**config.mk**
```make
export PLATFORM = sky130hd
export DESIGN_NAME = cdc_count_monitor
export DESIGN_NICKNAME = d
export VERILOG_FILES = /design/src/rtl/cdc_count_monitor.sv
export SDC_FILE = /design/constraint.sdc
export NUM_CORES = 1
export LEC_CHECK = 0
export ABC_AREA = 1
export BUFFER_PORTS_ARGS = -buffer_cell sky130_fd_sc_hd__buf_2
export CAP_MARGIN = 40
export CORE_MARGIN = 2
export CORE_UTILIZATION = 58
export DETAILED_ROUTE_END_ITERATION = 10
export PLACE_DENSITY = 0.81
export SLEW_MARGIN = 15
export SYNTH_ARGS = -nofsm -noshare
export SYNTH_HDL_FRONTEND = slang
export SYNTH_SLANG_ARGS = --single-unit
```
**constraint.sdc**
```tcl
create_clock -name clk -period 3.45 [get_ports clk]
set_input_delay 0.345 -clock clk [delete_from_list [all_inputs] [get_ports clk]]
set_output_delay 0.345 -clock clk [all_outputs]
set_load 0.05 [all_outputs]
```
**src/rtl/cdc_count_monitor.sv**
```systemverilog
// cdc_count_monitor
//   Destination-domain consumer of a recovered gray->binary count. It measures
//   the modulo-2^K step between successive distinct samples and accumulates
//   accepted steps into a saturating total. It also flags two conditions:
//   a stall, when the count stays frozen too long, and corruption, when one
//   step is larger than a synchronised gray advance can legally produce.
//
//   Optional feature: define CNT_MON_MAXD_EN to build the max_delta tracker.
//   Without it, max_delta is tied to zero.
//
// Ports
//   clk       destination-domain clock
//   rst       synchronous active-high reset (priority over clr)
//   en        monitor enable; 0 holds all state, valid drops
//   clr       synchronous clear, same effect as rst
//   cnt_in    K-bit binary count from the CDC path
//   valid     one-cycle pulse when a change was observed
//   delta     last nonzero step (cnt_in - prev) mod 2^K
//   total     saturating W-bit sum of accepted steps
//   stall     count frozen for >= STALL_CYC enabled cycles
//   err       sticky corruption flag
//   state     00 INIT, 01 RUN, 10 STALL, 11 ERR
//   max_delta largest accepted step since clear (0 when feature not built)
module cdc_count_monitor #(
  parameter int K         = 8,
  parameter int W         = 32,
  parameter int MAX_STEP  = 4,
  parameter int STALL_CYC = 1024
) (
  input  logic         clk,
  input  logic         rst,
  input  logic         en,
  input  logic         clr,
  input  logic [K-1:0] cnt_in,
  output logic         valid,
  output logic [K-1:0] delta,
  output logic [W-1:0] total,
  output logic         stall,
  output logic         err,
  output logic [1:0]   state,
  output logic [K-1:0] max_delta
);

  typedef enum logic [1:0] {
    S_INIT  = 2'b00,
    S_RUN   = 2'b01,
    S_STALL = 2'b10,
    S_ERR   = 2'b11
  } state_e;

  // The idle counter is 0 on the capture cycle. It stalls when it reaches
  // STALL_CYC-1, so STALL_CYC enabled cycles with the same value assert stall.
  localparam int IW = (STALL_CYC > 2) ? $clog2(STALL_CYC) : 1;
  localparam logic [IW-1:0] IDLE_LAST = IW'(STALL_CYC - 1);
  localparam logic [K-1:0]  MAX_D     = K'(MAX_STEP);

  state_e        state_q, state_d;
  logic [K-1:0]  prev_q, prev_d;
  logic [K-1:0]  delta_q, delta_d;
  logic [W-1:0]  total_q, total_d;
  logic [IW-1:0] idle_q, idle_d;
  logic          valid_q, valid_d;
  logic          stall_q, stall_d;
  logic          err_q, err_d;
  logic          acc;    // an accepted (legal, nonzero) step this cycle

  logic [K-1:0]  step;
  logic [W:0]    sum;

  assign step = cnt_in - prev_q;   // natural modulo-2^K wrap
  assign sum  = {1'b0, total_q} + {{(W+1-K){1'b0}}, step};

  always_comb begin
    state_d = state_q;
    prev_d  = prev_q;
    delta_d = delta_q;
    total_d = total_q;
    idle_d  = idle_q;
    valid_d = 1'b0;
    stall_d = stall_q;
    err_d   = err_q;
    acc     = 1'b0;
    if (en) begin
      unique case (state_q)
        S_INIT: begin
          prev_d  = cnt_in;
          idle_d  = '0;
          state_d = S_RUN;
        end
        S_RUN, S_STALL: begin
          if (step == '0) begin
            // While in STALL the counter stays at IDLE_LAST (it saturates).
            if (state_q == S_RUN) begin
              idle_d = idle_q + 1'b1;
              if (idle_d == IDLE_LAST) begin
                stall_d = 1'b1;
                state_d = S_STALL;
              end
            end
          end else if (step <= MAX_D) begin
            acc     = 1'b1;
            valid_d = 1'b1;
            delta_d = step;
            prev_d  = cnt_in;
            idle_d  = '0;
            total_d = sum[W] ? '1 : sum[W-1:0];
            stall_d = 1'b0;
            state_d = S_RUN;
          end else begin
            // Corruption: report the step but do not accumulate it.
            valid_d = 1'b1;
            delta_d = step;
            prev_d  = cnt_in;
            err_d   = 1'b1;
            stall_d = 1'b0;
            state_d = S_ERR;
          end
        end
        S_ERR: ;
        default: state_d = S_INIT;
      endcase
    end
  end

  always_ff @(posedge clk) begin
    if (rst || clr) begin
      state_q <= S_INIT;
      prev_q  <= '0;
      delta_q <= '0;
      total_q <= '0;
      idle_q  <= '0;
      valid_q <= 1'b0;
      stall_q <= 1'b0;
      err_q   <= 1'b0;
    end else begin
      state_q <= state_d;
      prev_q  <= prev_d;
      delta_q <= delta_d;
      total_q <= total_d;
      idle_q  <= idle_d;
      valid_q <= valid_d;
      stall_q <= stall_d;
      err_q   <= err_d;
    end
  end

`ifdef CNT_MON_MAXD_EN
  logic [K-1:0] maxd_q;
  always_ff @(posedge clk) begin
    if (rst || clr)                    maxd_q <= '0;
    else if (acc && (step > maxd_q))   maxd_q <= step;
  end
  assign max_delta = maxd_q;
`else
  logic unused_acc;
  assign unused_acc = acc;
  assign max_delta  = '0;
`endif

  assign valid = valid_q;
  assign delta = delta_q;
  assign total = total_q;
  assign stall = stall_q;
  assign err   = err_q;
  assign state = state_q;

endmodule

```
# Word level (Yosys, flattened, before mapping)
# Cells that the tools add are included.
[word_totals]
elab_cells = 54
out_inout_bits = 53
input_bits = 12
ff_bits = 63
[classes]
bitwise = 4
muxes = 16
addsub = 3
n_eq_ne = 9
reduce_logical = 13
magnitude_cmp = 1
[ops]
columns = ["cell", "n"]
rows = [
  ["32-bit by 8-bit adder with 33-bit output", 1],
  ["32-bit 2-to-1 mux", 1],
  ["10-bit 2-to-1 mux", 3],
  ["10-bit one-hot mux with 2 select lines", 1],
  ["4-bit AND reduction", 5],
  ["8-bit one-hot mux with 2 select lines", 1],
  ["10-bit by 1-bit adder with 10-bit output (second input constant)", 1],
  ["10-bit == test (second input constant)", 1],
  ["3-bit inequality test (second input constant)", 3],
  ["8-bit by 3-bit less-or-equal comparator with 1-bit output (second input constant)", 1],
  ["8-bit logical NOT", 1],
  ["2-bit 2-to-1 mux", 4],
  ["8-bit 2-to-1 mux", 1],
  ["8-bit subtractor", 1],
  ["3-bit AND reduction", 2],
  ["1-bit 2-to-1 mux", 4],
  ["2-bit by 1-bit inequality test with 1-bit output (second input constant)", 2],
  ["1-bit NOT", 4],
  ["2-bit one-hot mux with 2 select lines", 1],
  ["3-bit OR reduction", 1],
  ["2-bit by 1-bit == test with 1-bit output (second input constant)", 1],
  ["2-bit == test (second input constant)", 1],
  ["2-bit logical NOT", 1],
  ["2-bit inequality test (second input constant)", 1],
  ["3 further kinds", 3],
]

# Longest topological paths before layout
[depth]
ltp_word = 6
mapped_depth = 22
ltp_nobuf = 22

# Least setup slack after synthesis
# No wires, ideal clock.
[synth_path]
path_kind = "in2reg"
start = "input cnt_in[0]"
end = "register total_q[23] (netlist: total[23])"
path_slack_ns = 0.393
t_required_ns = 3.380
cell_stages = 19
setup_time_ns = 0.070
n_path_buf = 1
arrival_time_ns = 2.987
path_cell_list = "inv_1 -> ha_1 -> inv_2 -> fa_1 -> or2_2 -> nand2_1 -> inv_1 -> ha_1 -> nand3_1 -> nand2_1 -> nand2_2 -> nand2_2 -> nand3_4 -> nor3_4 -> inv_4 -> clkbuf_8 -> nand3_1 -> nand2_1 -> a21oi_1"
[synth_via]
elab_chain_len = 4
elab_cells_between_ends = 7
classes_between = "add/sub: 2; order compare: 1; mux: 1; bitwise: 1; reduce/logical: 2"
[synth_rtl]
columns = ["element", "line_no", "text"]
rows = [
  ["start: declaration", "34", "input logic [K-1:0] cnt_in,"],
  ["8-bit subtractor (*)", "70", "assign step = cnt_in - prev_q;"],
  ["named net step[2]", "67", "logic [K-1:0] step;"],
  ["parallel branches: the longest is 3 deep, another holds 32-bit by 8-bit adder with 33-bit output", "n/a", ""],
  ["end signal: assignment", "139", "total_q <= total_d;"],
  ["end: declaration", "60", "logic [W-1:0] total_q, total_d;"],
]
# Mark *: on every way through the listed nets, which the timed path passes.
# A chain may end at the register's enable or synchronous reset.

# Worst setup path in the final report
[layout_path]
start = "register prev_q[0]"
end = "register total_q[13] (netlist: total[13])"
[layout_via]
elab_chain_len = 4
elab_cells_between_ends = 7
classes_between = "add/sub: 2; order compare: 1; mux: 1; bitwise: 1; reduce/logical: 2"
[layout_rtl]
columns = ["element", "line_no", "text"]
rows = [
  ["start: declaration", "58", "logic [K-1:0] prev_q, prev_d;"],
  ["start signal: assignment", "137", "prev_q <= prev_d;"],
  ["8-bit subtractor (*)", "70", ""],
  ["named net step[2]", "67", ""],
  ["parallel branches: the longest is 3 deep, another holds 32-bit by 8-bit adder with 33-bit output", "n/a", ""],
]
# Marks and branches as above.

==> flow_summary.rst <==
.. list-table::
   :header-rows: 1

   * - Metric
     - Value
   * - Number of clock sinks
     - 63
   * - Achievable clock frequency
     - 315 MHz
   * - Die width
     - 92.4 um
   * - Number of unique standard cell types used by synthesis
     - 42
   * - Number of antenna violations at the first check in global routing
     - 0
   * - Cell with the largest stage delay on the worst path
     - sky130_fd_sc_hd__fa_1
   * - Total standard cell area after synthesis
     - 4530 sq um
   * - Starting density of the core
     - 59.3%
   * - Switching power of the nets
     - 0.542 mW
   * - Cell at the root of the clock tree
     - sky130_fd_sc_hd__clkbuf_8
   * - Share of total power in sequential cells
     - 41.0%
   * - # DRC
     - 0
   * - Depth of the worst register-to-register path
     - 17
   * - Leakage power of the design
     - 2.37 nW
   * - Die boundary height
     - slightly above 90 um
   * - Switching share of total power
     - 29.5%
   * - CTS max path bufs
     - 2
   * - Cell Int Power
     - 1.30 mW
   * - Setup Buffers After CTS
     - 0
   * - Number of cells on the critical path
     - 17
   * - Core Region
     - around 7600 sq um
   * - Critical path buffer and inverter count
     - 4
   * - Fraction of layout instances using a drive strength above 1
     - 15.1%
   * - Final count of negative-setup-slack endpoints
     - 0
   * - WHS Endpoint
     - prev_q[6]
   * - Count of antenna diodes in the layout
     - 0
   * - Highest-count cells in the layout ignoring fill and taps
     - sky130_fd_sc_hd__nand2_1, sky130_fd_sc_hd__inv_1, sky130_fd_sc_hd__nor2_1
   * - Prevailing post-synth register cell
     - sky130_fd_sc_hd__dfxtp_1
   * - Vias in the first global route
     - around 4600
   * - Total power of the final layout
     - 1.84 mW
   * - Fraction of the cycle the final worst path needs
     - 91.9%
   * - # fillers
     - 713
   * - Syn_area_per_cell
     - around 6.2 sq um
   * - GR Util All Layers
     - between 20% and 30%
   * - Congestion Overflow GR
     - 0
   * - Insertion delay of the later-clocked pin in the worst-skew pair
     - 0.34 ns
   * - Worst r2r dst
     - total[13]
   * - Iteration-0 DRC Markers
     - 254
   * - Hold Path Origin
     - cnt_in[6]
   * - Final weighted congestion of routability-driven global placement
     - 1.04
   * - DP Wirelength
     - 8740 um
   * - Portion of total power attributed to the clock network
     - between 40% and 50%
   * - Detailed Routing Iterations Pass 1
     - 5
   * - Final count of hold timing violations
     - 0
   * - Area growth from synthesis to layout
     - 13.3%
   * - Hold Crit Class
     - in2reg
   * - Most common library cell in the layout ignoring fill and taps
     - sky130_fd_sc_hd__nand2_1
   * - Critical path peak fanout
     - 6
   * - CP Class
     - reg2reg
   * - Area used by sequential logic in the layout
     - 1260 sq um
   * - VDD IR max
     - 0.188 mV
   * - Remaining antenna violation count
     - 0
   * - Via count normalized by instance count
     - around 5.4
   * - Proportion of power drawn by combinational gates
     - 18.6%
   * - Total Wirelength
     - about 12000 um
   * - Endpoint required time on the critical path
     - 3.72 ns
   * - CTS tree
     - yes
   * - Crit-path leading delay family
     - simple AND/OR/NAND/NOR gates
   * - WHS Path Cells
     - 3
   * - Global-route wire length before repair
     - 20200 um
   * - Critical path launch point type
     - register
   * - Crit path capture type
     - register
   * - Instance count of the mapped netlist
     - 728
   * - Flop and latch count out of synthesis
     - between 60 and 70
   * - Status
     - finished clean
   * - Pin count of the biggest net entering global routing
     - 33
   * - Register-to-register path setup slack
     - 0.28 ns
   * - Area of the die
     - 8540 sq um
   * - Total clock buffers created by CTS
     - 9
   * - Nets
     - just over 800
   * - Rows
     - 32
   * - Count of max-cap constraint violations
     - 0
   * - Max Clock Skew
     - 0.00880 ns
   * - Total power per unit cell area
     - 358 nW/um^2
   * - Routed via count
     - 4842
   * - Final period demand of the worst path
     - 3.17 ns
   * - Maximum level of the CTS H-tree
     - 3
   * - Area occupied by multi-input gates
     - around 2800 sq um
   * - Number of warnings issued by yosys
     - 0
   * - Clock-pin slew on the worst setup and hold paths
     - 0.07 ns
   * - Post-synthesis sequential area ratio
     - 27.8%
   * - Utilization of the core after routing
     - 67.2%
   * - Routed length per placed instance
     - 13.5 um
   * - Boundary pin count
     - 65
   * - Max-slew violations
     - 0
   * - Number of enable flip-flop cells after synthesis
     - 0
   * - Reg-to-Reg Start
     - prev_q[0]
   * - Stage delay of the slowest cell on the critical path
     - 0.38 ns
   * - CP arrival
     - around 3.4 ns
   * - Critical-path cell list
     - ha_1 > inv_2 > fa_1 > or2_2 > nand2_1 > inv_1 > ha_2 > a21oi_1 > nand2_1 > a21oi_1 > o21ai_0 > buf_4 > inv_1 > or2_2 > nand3_1 > nand2_1 > a21oi_1
   * - Port buffer count
     - 56
   * - Async set or reset register ratio after synthesis
     - 0%
==> cells by family (layout without fill, tap and decap cells) <==
kind of cell	after synthesis	count (layout)	share of synthesized area, %
other cells	1	8	0.0827
flops	63	63	27.8
simple gates	422	422	40.6
xor+xnor	13	13	2.68
buf+inv	110	169	11.1
fa+ha+maj	21	21	6.13
compound gates	98	98	11.6
==> through the flow <==
step	setup TNS [ns]	instances	setup WS (ns)	area, sq um	hold slack (ns)
after floorplan	0	735	0.393	4560	0.427
after global placement	0	880	0.227	4880	0.442
after detailed placement	0	880	0.137	4880	0.451
after CTS	0	896	0.256	5100	0.309
after global routing	-0.000202	896	-0.000202	5140	0.319
final	0	896	0.279	5140	0.307
==> synth_stat cells (all sizes together) (5+ instances only) <==
| cell type | instances | area [sq um] |
|---|---|---|
| o21ai | 29 | 145 |
| dfxtp | 63 | 1260 |
| o211ai | 7 | 52.6 |
| nor2 | 82 | 320 |
| xor2 | 11 | 104 |
| ha | 19 | 238 |
| inv | 83 | 314 |
| nand4 | 12 | 75.1 |
| clkbuf | 5 | 28.8 |
| nor3 | 11 | 66.3 |
| or2 | 12 | 75.1 |
| buf | 20 | 150 |
| nand2 | 231 | 890 |
| a21oi | 60 | 312 |
| nand3b | 6 | 48.8 |
| nand3 | 65 | 348 |
==> worst reg2reg max path, cell delays in order (launching register included) <==
cell and delay (ns):
sky130_fd_sc_hd__dfxtp_1 0.34, sky130_fd_sc_hd__ha_1 0.16, sky130_fd_sc_hd__inv_2 0.05, sky130_fd_sc_hd__fa_1 0.38
sky130_fd_sc_hd__or2_2 0.31, sky130_fd_sc_hd__nand2_1 0.11, sky130_fd_sc_hd__inv_1 0.06, sky130_fd_sc_hd__ha_2 0.38
sky130_fd_sc_hd__a21oi_1 0.10, sky130_fd_sc_hd__nand2_1 0.14, sky130_fd_sc_hd__a21oi_1 0.12, sky130_fd_sc_hd__o21ai_0 0.19
sky130_fd_sc_hd__buf_4 0.15, sky130_fd_sc_hd__inv_1 0.04, sky130_fd_sc_hd__or2_2 0.27, sky130_fd_sc_hd__nand3_1 0.08
sky130_fd_sc_hd__nand2_1 0.05, sky130_fd_sc_hd__a21oi_1 0.16
==> final cells by class <==
type	count	share of cell area, %
Timing Repair Buffer	68	7.21
Sequential cell	63	24.5
Tap cell	102	2.48
Clock buffer	13	3.09
Multi-Input combinational cell	562	55.1
Clock inverter	3	1.27
Inverter	85	6.31
==> power groups by stage <==
| stage | sequential, mW | combinational, mW | clock [mW] |
|---|---|---|---|
| after floorplan | 0.786 | 0.248 | 0 |
| after global placement | 0.770 | 0.318 | 0 |
| after detailed placement | 0.771 | 0.325 | 0 |
| after CTS | 0.754 | 0.329 | 0.746 |
| after global routing | 0.757 | 0.380 | 0.779 |
| final | 0.754 | 0.342 | 0.743 |
==> worst max-delay path by stage <==
| stage | startpoint | end | slack [ns] |
|---|---|---|---|
| 6_report | prev_q[0] | total[13] | 0.28 |
| 5_1_grt | prev_q[0] | total[15] | -0.0002 |
| 4_1_cts | prev_q[0] | total[12] | 0.26 |
| 3_5_place_dp | cnt_in[0] | total[12] | 0.14 |
| 3_3_place_gp | cnt_in[0] | total[8] | 0.23 |
| 2_1_floorplan | cnt_in[0] | total[23] | 0.39 |
==> state kept, by name (all words and copies together) (netlist names) <==
register	count
total	32
idle_q	10
delta	8
prev_q	8
state	2
err	1
stall	1
valid	1
==> per-layer routing <==
metal,share of wire (%),global-route usage [%]
met5,0,0
met4,2.3,12.3
met3,6.4,3.66
met2,49,50.7
met1,42,35.3
==> repair_timing <==
| item | 4_1_cts | 5_1_grt |
|---|---|---|
| gates resized for setup | 0 | 7 |
| hold buffers | 0 | 0 |
| setup endpoints to repair | 0 | 6 |
No activity file was read; power rests on OpenSTA's default activity.
